`config.mk`:
```
export PLATFORM = sky130hd
export DESIGN_NAME = mem_fill_arbiter
export DESIGN_NICKNAME = d
export VERILOG_FILES = /design/src/rtl/mem_fill_arbiter.sv
export SDC_FILE = /design/constraint.sdc
export NUM_CORES = 1
export LEC_CHECK = 0
export CAP_MARGIN = 20
export CORE_MARGIN = 2
export CORE_UTILIZATION = 34
export DETAILED_ROUTE_END_ITERATION = 12
export PLACE_DENSITY = 0.86
export SLEW_MARGIN = 20
export SYNTH_ARGS = -nofsm -noshare
export SYNTH_HDL_FRONTEND = slang
export SYNTH_SLANG_ARGS = --single-unit
```
`constraint.sdc`:
```
create_clock -name clk -period 2.2 [get_ports clk]
set_clock_uncertainty 0.2 [all_clocks]
set_input_delay 0.44 -clock clk [delete_from_list [all_inputs] [get_ports clk]]
set_output_delay 0.44 -clock clk [all_outputs]
set_load 0.01 [all_outputs]
```
`src/rtl/mem_fill_arbiter.sv`:
```
// Arbitrates I/D-cache block refills onto one pipelined memory read port (D wins ties, no preemption).
// Grant seen in IDLE at G issues reads G+1..G+BLOCK_WORDS; fill_done rides on the last in-order return.
module mem_fill_arbiter #(
    parameter int ADDR_W      = 16,
    parameter int DATA_W      = 16,
    parameter int BLOCK_WORDS = 8,
    parameter int CNT_W       = 3
) (
    input  logic              clk,
    input  logic              rst_n,
    input  logic              i_miss,
    input  logic [ADDR_W-1:0] i_miss_addr,
    input  logic              d_miss,
    input  logic [ADDR_W-1:0] d_miss_addr,
    output logic              mem_en,
    output logic [ADDR_W-1:0] mem_addr,
    input  logic              mem_valid,
    input  logic [DATA_W-1:0] mem_rdata,
    output logic              grant_d,
    output logic              busy,
    output logic              fill_we,
    output logic [ADDR_W-1:0] fill_addr,
    output logic [DATA_W-1:0] fill_data,
    output logic              fill_done
);

    typedef enum logic [1:0] {IDLE, ISSUE, DRAIN} state_t;

    localparam logic [CNT_W-1:0]  LAST     = CNT_W'(BLOCK_WORDS - 1);
    localparam logic [ADDR_W-1:0] BLK_MASK = ADDR_W'(2 * BLOCK_WORDS - 1);

    state_t            state_q, state_d;
    logic [CNT_W-1:0]  issue_cnt_q, issue_cnt_d;
    logic [CNT_W-1:0]  rx_cnt_q, rx_cnt_d;
    logic [ADDR_W-1:0] base_q, base_d;
    logic              grant_d_q, grant_d_d;

    // Base is block aligned, so OR-ing in the word offset can never carry out of the block.
    function automatic logic [ADDR_W-1:0] word_off(input logic [CNT_W-1:0] cnt);
        return ADDR_W'({cnt, 1'b0});
    endfunction

    always_ff @(posedge clk or negedge rst_n) begin
        if (!rst_n) begin
            state_q     <= IDLE;
            issue_cnt_q <= '0;
            rx_cnt_q    <= '0;
            base_q      <= '0;
            grant_d_q   <= 1'b0;
        end else begin
            state_q     <= state_d;
            issue_cnt_q <= issue_cnt_d;
            rx_cnt_q    <= rx_cnt_d;
            base_q      <= base_d;
            grant_d_q   <= grant_d_d;
        end
    end

    always_comb begin
        state_d     = state_q;
        issue_cnt_d = issue_cnt_q;
        rx_cnt_d    = rx_cnt_q;
        base_d      = base_q;
        grant_d_d   = grant_d_q;
        mem_en      = 1'b0;
        mem_addr    = '0;
        fill_we     = 1'b0;
        fill_addr   = '0;
        fill_done   = 1'b0;

        case (state_q)
            IDLE: begin
                if (d_miss || i_miss) begin
                    grant_d_d   = d_miss;
                    base_d      = (d_miss ? d_miss_addr : i_miss_addr) & ~BLK_MASK;
                    issue_cnt_d = '0;
                    rx_cnt_d    = '0;
                    state_d     = ISSUE;
                end
            end
            ISSUE: begin
                mem_en      = 1'b1;
                mem_addr    = base_q | word_off(issue_cnt_q);
                issue_cnt_d = issue_cnt_q + 1'b1;
                if (issue_cnt_q == LAST) begin
                    state_d = DRAIN;
                end
            end
            DRAIN: begin
            end
            default: state_d = IDLE;
        endcase

        // Returns may overlap issue; the final word ends the fill from either state.
        if (state_q != IDLE && mem_valid) begin
            fill_we   = 1'b1;
            fill_addr = base_q | word_off(rx_cnt_q);
            rx_cnt_d  = rx_cnt_q + 1'b1;
            if (rx_cnt_q == LAST) begin
                fill_done = 1'b1;
                state_d   = IDLE;
            end
        end
    end

    assign busy      = (state_q != IDLE);
    assign grant_d   = grant_d_q;
    assign fill_data = mem_rdata;

endmodule
```
======== Yosys cells after proc, flatten, opt, wreduce, memory -nomap -nowiden ========
Index checks and enable logic that the tools add are counted.
W data, S select, Z words.
storage, ports and cells
  bits in registers ....................... 21
  input port bits ......................... 53
  logic and storage cells ................. 40
cells by class
  $add $sub $neg .......................... 2
  equality and inequality tests ........... 5
  multiplexer cells ....................... 16
  bitwise operators ....................... 2
  reduce and logical (&&, ||, !) cells .... 10
operators by type and width
  cell                   count
  $mux W16               3
  $or A16 B4 Y16         2
  $mux W3                3
  $mux W2                4
  $reduce_bool A2 Y1     4
  $add A3 B1 Y3 const B  2
  $eq A3 B3 Y1 const B   2
  $pmux W2 S3            1
  $pmux W3 S2            1
  $reduce_and A2 Y1      3
  $mux W1                4
  $eq A2 B1 Y1 const B   1
  $eq A2 B2 Y1 const B   1
  $logic_not A2 Y1       1
  $ne A2 B2 Y1 const B   1
  $logic_and A1 B1 Y1    1
  $logic_or A1 B1 Y1     1

======== Depth between registers and ports, before layout ========
Gate-level depths: netlist of run 1.
  depth in word-level cells ............... 5
  gate-level depth with buffers ........... 6

======== Worst setup path after synthesis of run 1 ========
No wires, ideal clock.
  path kind ............................... register to output
  from .................................... reg state_q[1]
  to ...................................... out mem_addr[10]
  arrival time ............................ 1183 ps
  data required time ...................... 1560 ps
  setup slack ............................. 377 ps
  stages on the path, launching flop included .. 6
  path buffers ............................ 2
  cells stage by stage .................... dfrtp_1 -> nand2b_1 -> inv_2 -> buf_2 -> buf_2 -> and2_1
between the ends
  longest elaborated chain between the ends .. 2
ends and longest elaborated chain
  element                   line  text
  start: declaration        32    state_t state_q, state_d;
  start signal: assignment  51    state_q <= state_d;
  $eq A2 B1 Y1              71    case (state_q)
  $mux W16                  71
  end: declaration          16    output logic [ADDR_W-1:0] mem_addr,
Every way passes these cells.

======== Final worst setup path of run 1 ========
  from .................................... reg state_q[1]
  to ...................................... out fill_addr[6]
between the ends
  longest elaborated chain between the ends .. 3
ends and longest elaborated chain
  element              line  text
  $reduce_bool A2 Y1   95    if (state_q != IDLE && mem_valid) begin
  $logic_and A1 B1 Y1  95
  $mux W16             95
  end: declaration     22    output logic [ADDR_W-1:0] fill_addr,
Every way passes these cells.

==> results of run 1 <==
[cells by family (layout without fill, tap and decap cells)]
family                     after synthesis  in the layout  synth area share
muxes                                   25             25            0.2166
and+or+nand+nor                         44             44            0.1881
other                                    1              2          0.002671
adders and majority gates                4              4           0.03565
AOI/OAI and AO/OA                       11             11           0.05170
buffers and inverters                   27             91            0.1310
DFF                                     21             21            0.3743
[what timing repair did]
item                       4_1_cts  5_1_grt
hold buffers                     0        0
buffers inserted                 6        3
setup endpoints to repair       33       15
gates cloned                     3        0
gates resized for setup         57       20
pin swaps                        0        1
[placed cells by master (no fill, tap or decap), types with 2 or more instances in the layout]
master            n
a21oi_1           2
a22o_1            3
and2_1           31
buf_2             2
buf_4            17
buf_6             3
clkbuf_2          7
clkbuf_8          3
clkdlybuf4s15_1   7
clkdlybuf4s50_1  28
conb_1            2
dfrtp_1          20
dlygate4sd2_1    17
ha_1              4
mux2_1            6
mux2_2           13
mux2_4            6
nand2_1           6
o21ai_1           4
[area by class of cell]
class | count | area (um2) | area share
Clock buffer | 3 | 41.29 | 0.01949
Clock inverter | 1 | 5.005 | 0.002363
Inverter | 2 | 12.51 | 0.005907
Multi-Input combinational cell | 86 | 713.2 | 0.3367
Sequential cell | 21 | 526.8 | 0.2487
Tap cell | 50 | 62.56 | 0.02953
Timing Repair Buffer | 84 | 749.5 | 0.3538
Timing Repair inverter | 1 | 7.507 | 0.003544
[final timing paths]
| path | endpoint | start | slack, ns | cells after the start |
|---|---|---|---|---|
| min reg2reg | base_q[15] | base_q[15] | 0.31 | 1 |
| min in group asynchronous | rx_cnt_q[1] | rst_n | 0.32 | 2 |
| min | base_q[15] | base_q[15] | 0.31 | 1 |
| max reg2reg | base_q[4] | state_q[1] | 0.28 | 7 |
| max in group asynchronous | state_q[0] | rst_n | 1.24 | 2 |
| max | fill_addr[6] | state_q[1] | 0.04 | 6 |
[power by group through the flow]
stage	registers (W)	logic [W]	clock network, W
after global placement	0.000715	0.00162	0
final	0.000721	0.00164	0.000253
after detailed placement	0.000728	0.00165	0
after global routing	0.000748	0.00179	0.000275
after floorplan	0.000686	0.000896	0
after CTS	0.000721	0.00162	0.000260
[registers in the layout, indices dropped and copies added (netlist names)]
signal,cells
rx_cnt_q,3
state_q,2
issue_cnt_q,3
grant_d,1
base_q,12
[per-layer routing]
metal,vias to the layer above,GRT usage,share of wire
met5,-,0,0
met3,2,0.01645,0.045
li1,549,-,-
met4,0,0.05250,0.010
met1,534,0.1859,0.42
met2,37,0.2755,0.53
[stage by stage]
stage | cells | setup slack, ns | hold slack, ns | instance area [um2] | TNS (ns)
finish | 248 | 0.03982 | 0.3056 | 2118 | 0
floorplan | 134 | 0.3770 | -0.05559 | 1408 | 0
global placement | 232 | -0.4210 | 0.2813 | 2012 | -6.713
global route | 248 | 0.001911 | 0.3365 | 2118 | 0
CTS | 245 | -0.009909 | 0.3102 | 2113 | -0.01333
detailed placement | 232 | -0.4125 | 0.2917 | 2012 | -6.513
==> flow_summary.json, run 1 <==
{
  "chipWidth_um": 68.26,
  "holdCritPathClass": "flip-flop to flip-flop",
  "power_frac_clock": 0.097,
  "p_switching_w": 0.0009563,
  "drc": 0,
  "synth_top_cells_by_area": "dfrtp_1 37%, and2_1 14%, mux2_2 10%, buf_4 10%, mux2_4 6.4%",
  "timing.critical_path.from_type": "flip-flop",
  "insertion_delay_ns": 0.25,
  "area.growth.synth_to_final_pct": 50.89,
  "detailroute.via_count": 1122,
  "maxCapViolations": 0,
  "synth.top_cell.area_share": 0.3743,
  "worst-path-buf-inv": 3,
  "final_core_utilization": 0.5296,
  "timing.critical_path.arrival_ns": 1.52,
  "grt_start_max_net_pins": 22,
  "yosysSeqAreaShare": 0.3743,
  "start_util": 0.3510,
  "sequentialPowerShare": 0.276,
  "tritoncts_clock_tree": "built",
  "critical_path_peak_fanout": 6,
  "clk_pin_slew_ns": 0.08,
  "antenna-diode-count": 0,
  "design.die.area_um2": 4659,
  "power.density_nw_per_um2": 1233,
  "nFillCells": 362,
  "power.switching_fraction": 0.3660,
  "report.final.slew_viol_count": 0,
  "cts-htree-levels": 1,
  "postSynthCellCount": 133,
  "timing.critical_path.required_ns": 1.56,
  "grt_first_pass_wirelength_um": 5285,
  "yosys.cell_count.top_type": "and2_1",
  "avg_vias_per_cell": 4.524,
  "timing.critical_path.slowest_stage_cell": "dfrtp_1",
  "post-dp-hpwl_um": 2357,
  "clock-root-buffer": "clkbuf_8",
  "drtAntennaViolNets": 0,
  "crit_path_cell_trace": "buf_4 > nor2_4 > nor2b_4 > buf_6 > and2_1 > clkdlybuf4s15_1",
  "routed_wire_length_um": 3315,
  "yosys_register_bits": 21,
  "clock.fmax_mhz": 462.9,
  "place.port_buffers": 63,
  "fin_total_pwr_w": 0.002613,
  "max_stage_delay_ns": 0.40,
  "share_comb_of_total_power": 0.627,
  "synth_top_cells_by_count": "31 x and2_1, 21 x dfrtp_1, 19 x buf_4",
  "vdd.ir_drop.worst_mv": 0.4304,
  "timing.final.crit_share": 0.9819,
  "dr.first_iter.drc_count": 24,
  "post-synth-top-area-cell": "dfrtp_1",
  "avgRoutedWirePerCell_um": 13.37,
  "syn_area_um2": 1404,
  "core_area_um2": 4000,
  "run_status": "complete, no violations",
  "tot_gr_track_use": 0.1522,
  "async_flop_share": 1.000,
  "synth_edf_count": 0,
  "yosys_warns": 0,
  "ys_dominant_reg_cell": "dfrtp_1",
  "floorplan.rows": 23,
  "globalRoute.totalOverflow": 0,
  "cts_made_buffers": 3,
  "setup.worst_path.class": "flip-flop to primary output",
  "rsz_0062_raised_after_global_routing": "no",
  "tritonroute_pass_1_iters": 4,
  "share_of_post_route_cells_with_drive_strength_above_1": 0.3030,
  "ios": 106,
  "report.final.hold_viol_count": 0,
  "leakage_nw": 1.005,
  "cts.path.max_buffers": 2,
  "power_report.internal_total_w": 0.001656,
  "floorplan.die.height_um": 68.26,
  "finalSetupViolCount": 0,
  "gp_weighted_congestion": 0.6727,
  "cp_top_family": "buffers and inverters",
  "vias_in_the_first_global_route": 1116,
  "synth_cell_type_count": 24,
  "syn-mean-instance-area_um2": 10.56,
  "sink_count_of_the_clock_tree": 21,
  "timing.final.crit_period_ns": 2.160,
  "setup.worst_path.end_class": "primary output",
  "final_net_count": 256,
  "antenna_violations_before_repair": 0
}
(Power assumes the default switching activity.)
==> run 2, diff against run 1 <==
--- a/config.mk
+++ b/config.mk
@@ -9,5 +9,6 @@
 export CORE_MARGIN = 2
-export CORE_UTILIZATION = 34
+export CORE_UTILIZATION = 35
 export DETAILED_ROUTE_END_ITERATION = 12
-export PLACE_DENSITY = 0.86
+export DONT_BUFFER_PORTS = 1
+export PLACE_DENSITY = 0.54
 export SLEW_MARGIN = 20
==> constraint.sdc (replaced) <==
create_clock -name clk -period 2.7 [get_ports clk]
set_clock_uncertainty 0.2 [all_clocks]
set_input_delay 0.54 -clock clk [delete_from_list [all_inputs] [get_ports clk]]
set_output_delay 0.54 -clock clk [all_outputs]
set_load 0.1 [all_outputs]
==> run 2 against run 1 <==
Net effect:
- final cell count down 19%
- flip-flop and latch count did not move
- register-to-register slack improved by 0.48 ns
- hold slack worse by 0.14 ns
- die area decreased by 2.7%
- global-route usage shrank 0.92 points
- critical path type unchanged
- critical endpoint is now mem_addr[1]
==> flow_summary.json, run 2 (same netlist as run 1, synthesis figures left out) <==
{
  "run_status": "complete, no violations",
  "gp_weighted_congestion": 0.7667,
  "holdCritPathClass": "input pin to flip-flop",
  "drtAntennaViolNets": 0,
  "post-route-cell-area_um2": 2047,
  "avg_vias_per_cell": 4.886,
  "tritoncts_clock_tree": "built",
  "final_net_count": 209,
  "finalHoldWorstSlack_ns": 0.1675,
  "antenna_violations_before_repair": 0,
  "biggestRegsByFlops": "base_q x12, issue_cnt_q x3, rx_cnt_q x3",
  "clk_pin_slew_ns": 0.07,
  "critical_path_peak_fanout": 20,
  "met3WireLength_um": 170,
  "post_cts_resize_count": 0,
  "top_layer": "met4",
  "setup_total_negative_slack_ns": 0,
  "timing.final.ws_setup_ns": 0.3646,
  "vias_in_the_first_global_route": 1013,
  "dr.first_iter.drc_count": 18,
  "tot_gr_track_use": 0.1430,
  "maxCapViolations": 0,
  "timing.critical_path.arrival_ns": 1.60,
  "chipWidth_um": 67.33,
  "largest-register": "base_q",
  "drc": 0,
  "cts.path.max_buffers": 2,
  "clock.fmax_mhz": 428.2,
  "nFillCells": 342,
  "share_of_post_route_cells_with_drive_strength_above_1": 0.5033,
  "grt_start_max_net_pins": 22,
  "antenna-diode-count": 0,
  "finalSetupViolCount": 0,
  "setup.worst_path.end_class": "primary output",
  "ios": 106,
  "timing.critical_path.from_type": "flip-flop",
  "tritonroute_pass_1_iters": 4,
  "clock-root-buffer": "clkbuf_8",
  "placed_area_um2": 1977,
  "grt_first_pass_wirelength_um": 4926,
  "cts_made_buffers": 3,
  "insertion_delay_ns": 0.25,
  "timing.final.crit_share": 0.8649,
  "cts-htree-levels": 1,
  "detailroute.via_count": 982,
  "avgRoutedWirePerCell_um": 15.04,
  "timing.critical_path.required_ns": 1.96,
  "setup.worst_path.class": "flip-flop to primary output",
  "largest_reg_flops": 12,
  "multi_input_comb_area_um2": 723.2,
  "core_area_um2": 3943,
  "routedLengthMet1_um": 1107,
  "routed-wl-met2_um": 1723,
  "sink_count_of_the_clock_tree": 21,
  "timing.final.crit_period_ns": 2.335,
  "worst-r2r-setup-slack_ns": 0.76,
  "final_cell_mix": "31 x buf_12, 21 x dfrtp_1, 17 x and2_1",
  "report.final.slew_viol_count": 0,
  "layout.cells.most_common": "buf_12",
  "floorplan.rows": 23,
  "start_util": 0.3561,
  "floorplan.die.height_um": 67.33,
  "place.port_buffers": 0,
  "report.final.hold_viol_count": 0,
  "placement.setup.worst_slack_ns": 0.5855,
  "globalRoute.totalOverflow": 0,
  "area.growth.synth_to_final_pct": 45.81,
  "rsz_0062_raised_after_global_routing": "no",
  "post-dp-hpwl_um": 2336,
  "design.die.area_um2": 4533,
  "routed_wire_length_um": 3024,
  "seqCellArea_um2": 525.5
}
[run 2: cell count changes in the layout (fill, tap and decap cells not counted), moves of 2 or more]
cell,delta
buf_4,-12
buf_6,-3
clkbuf_2,-7
dlygate4sd2_1,-17
buf_12,+30
buf_2,-2
and2_2,+14
and2_1,-14
clkdlybuf4s15_1,-7
clkdlybuf4s50_1,-28
[run 2: per-layer routing]
layer | vias up | track usage
met3 | 4 | 0.03167
met1 | 487 | 0.1668
met2 | 31 | 0.2574
met4 | 0 | 0.04847
met5 | - | 0
li1 | 460 | -
[run 2: worst paths after layout]
| check | start | end | cells after the start |
|---|---|---|---|
| min | mem_valid | state_q[1] | 1 |
| max | state_q[1] | mem_addr[1] | 4 |
| max in group asynchronous | rst_n | rx_cnt_q[1] | 2 |
| min in group asynchronous | rst_n | base_q[4] | 1 |
| min reg2reg | base_q[4] | base_q[4] | 1 |
| max reg2reg | state_q[0] | base_q[14] | 4 |
[run 2: metrics by stage]
stage,utilization,cells
floorplan,-,134
global placement,0.5014,195
detailed placement,0.5014,195
CTS,0.5154,200
global route,0.5192,201
finish,0.5192,201
[run 2: final cells by class]
cell class	instances	area share
Sequential cell	21	0.2567
Multi-Input combinational cell	86	0.3533
Timing Repair Buffer	38	0.3337
Clock buffer	4	0.02200
Inverter	2	0.003667
Tap cell	50	0.03056
[run 2: timing repair]
action                                 4_1_cts  5_1_grt
buffers inserted                             0        0
hold buffers                                 1        0
endpoints found under the hold margin       21        0
setup endpoints to repair                    0        0
[run 2: worst max-delay path, stage by stage (launching register included)]
cell and delay [ns]:
dfrtp_1 0.42, nand2b_1 0.23, inv_2 0.27, and2_1 0.23, buf_12 0.18
Power of run 2 is not shown: default switching activity piles up to over one toggle a cycle in this logic, so the estimate is an artifact.
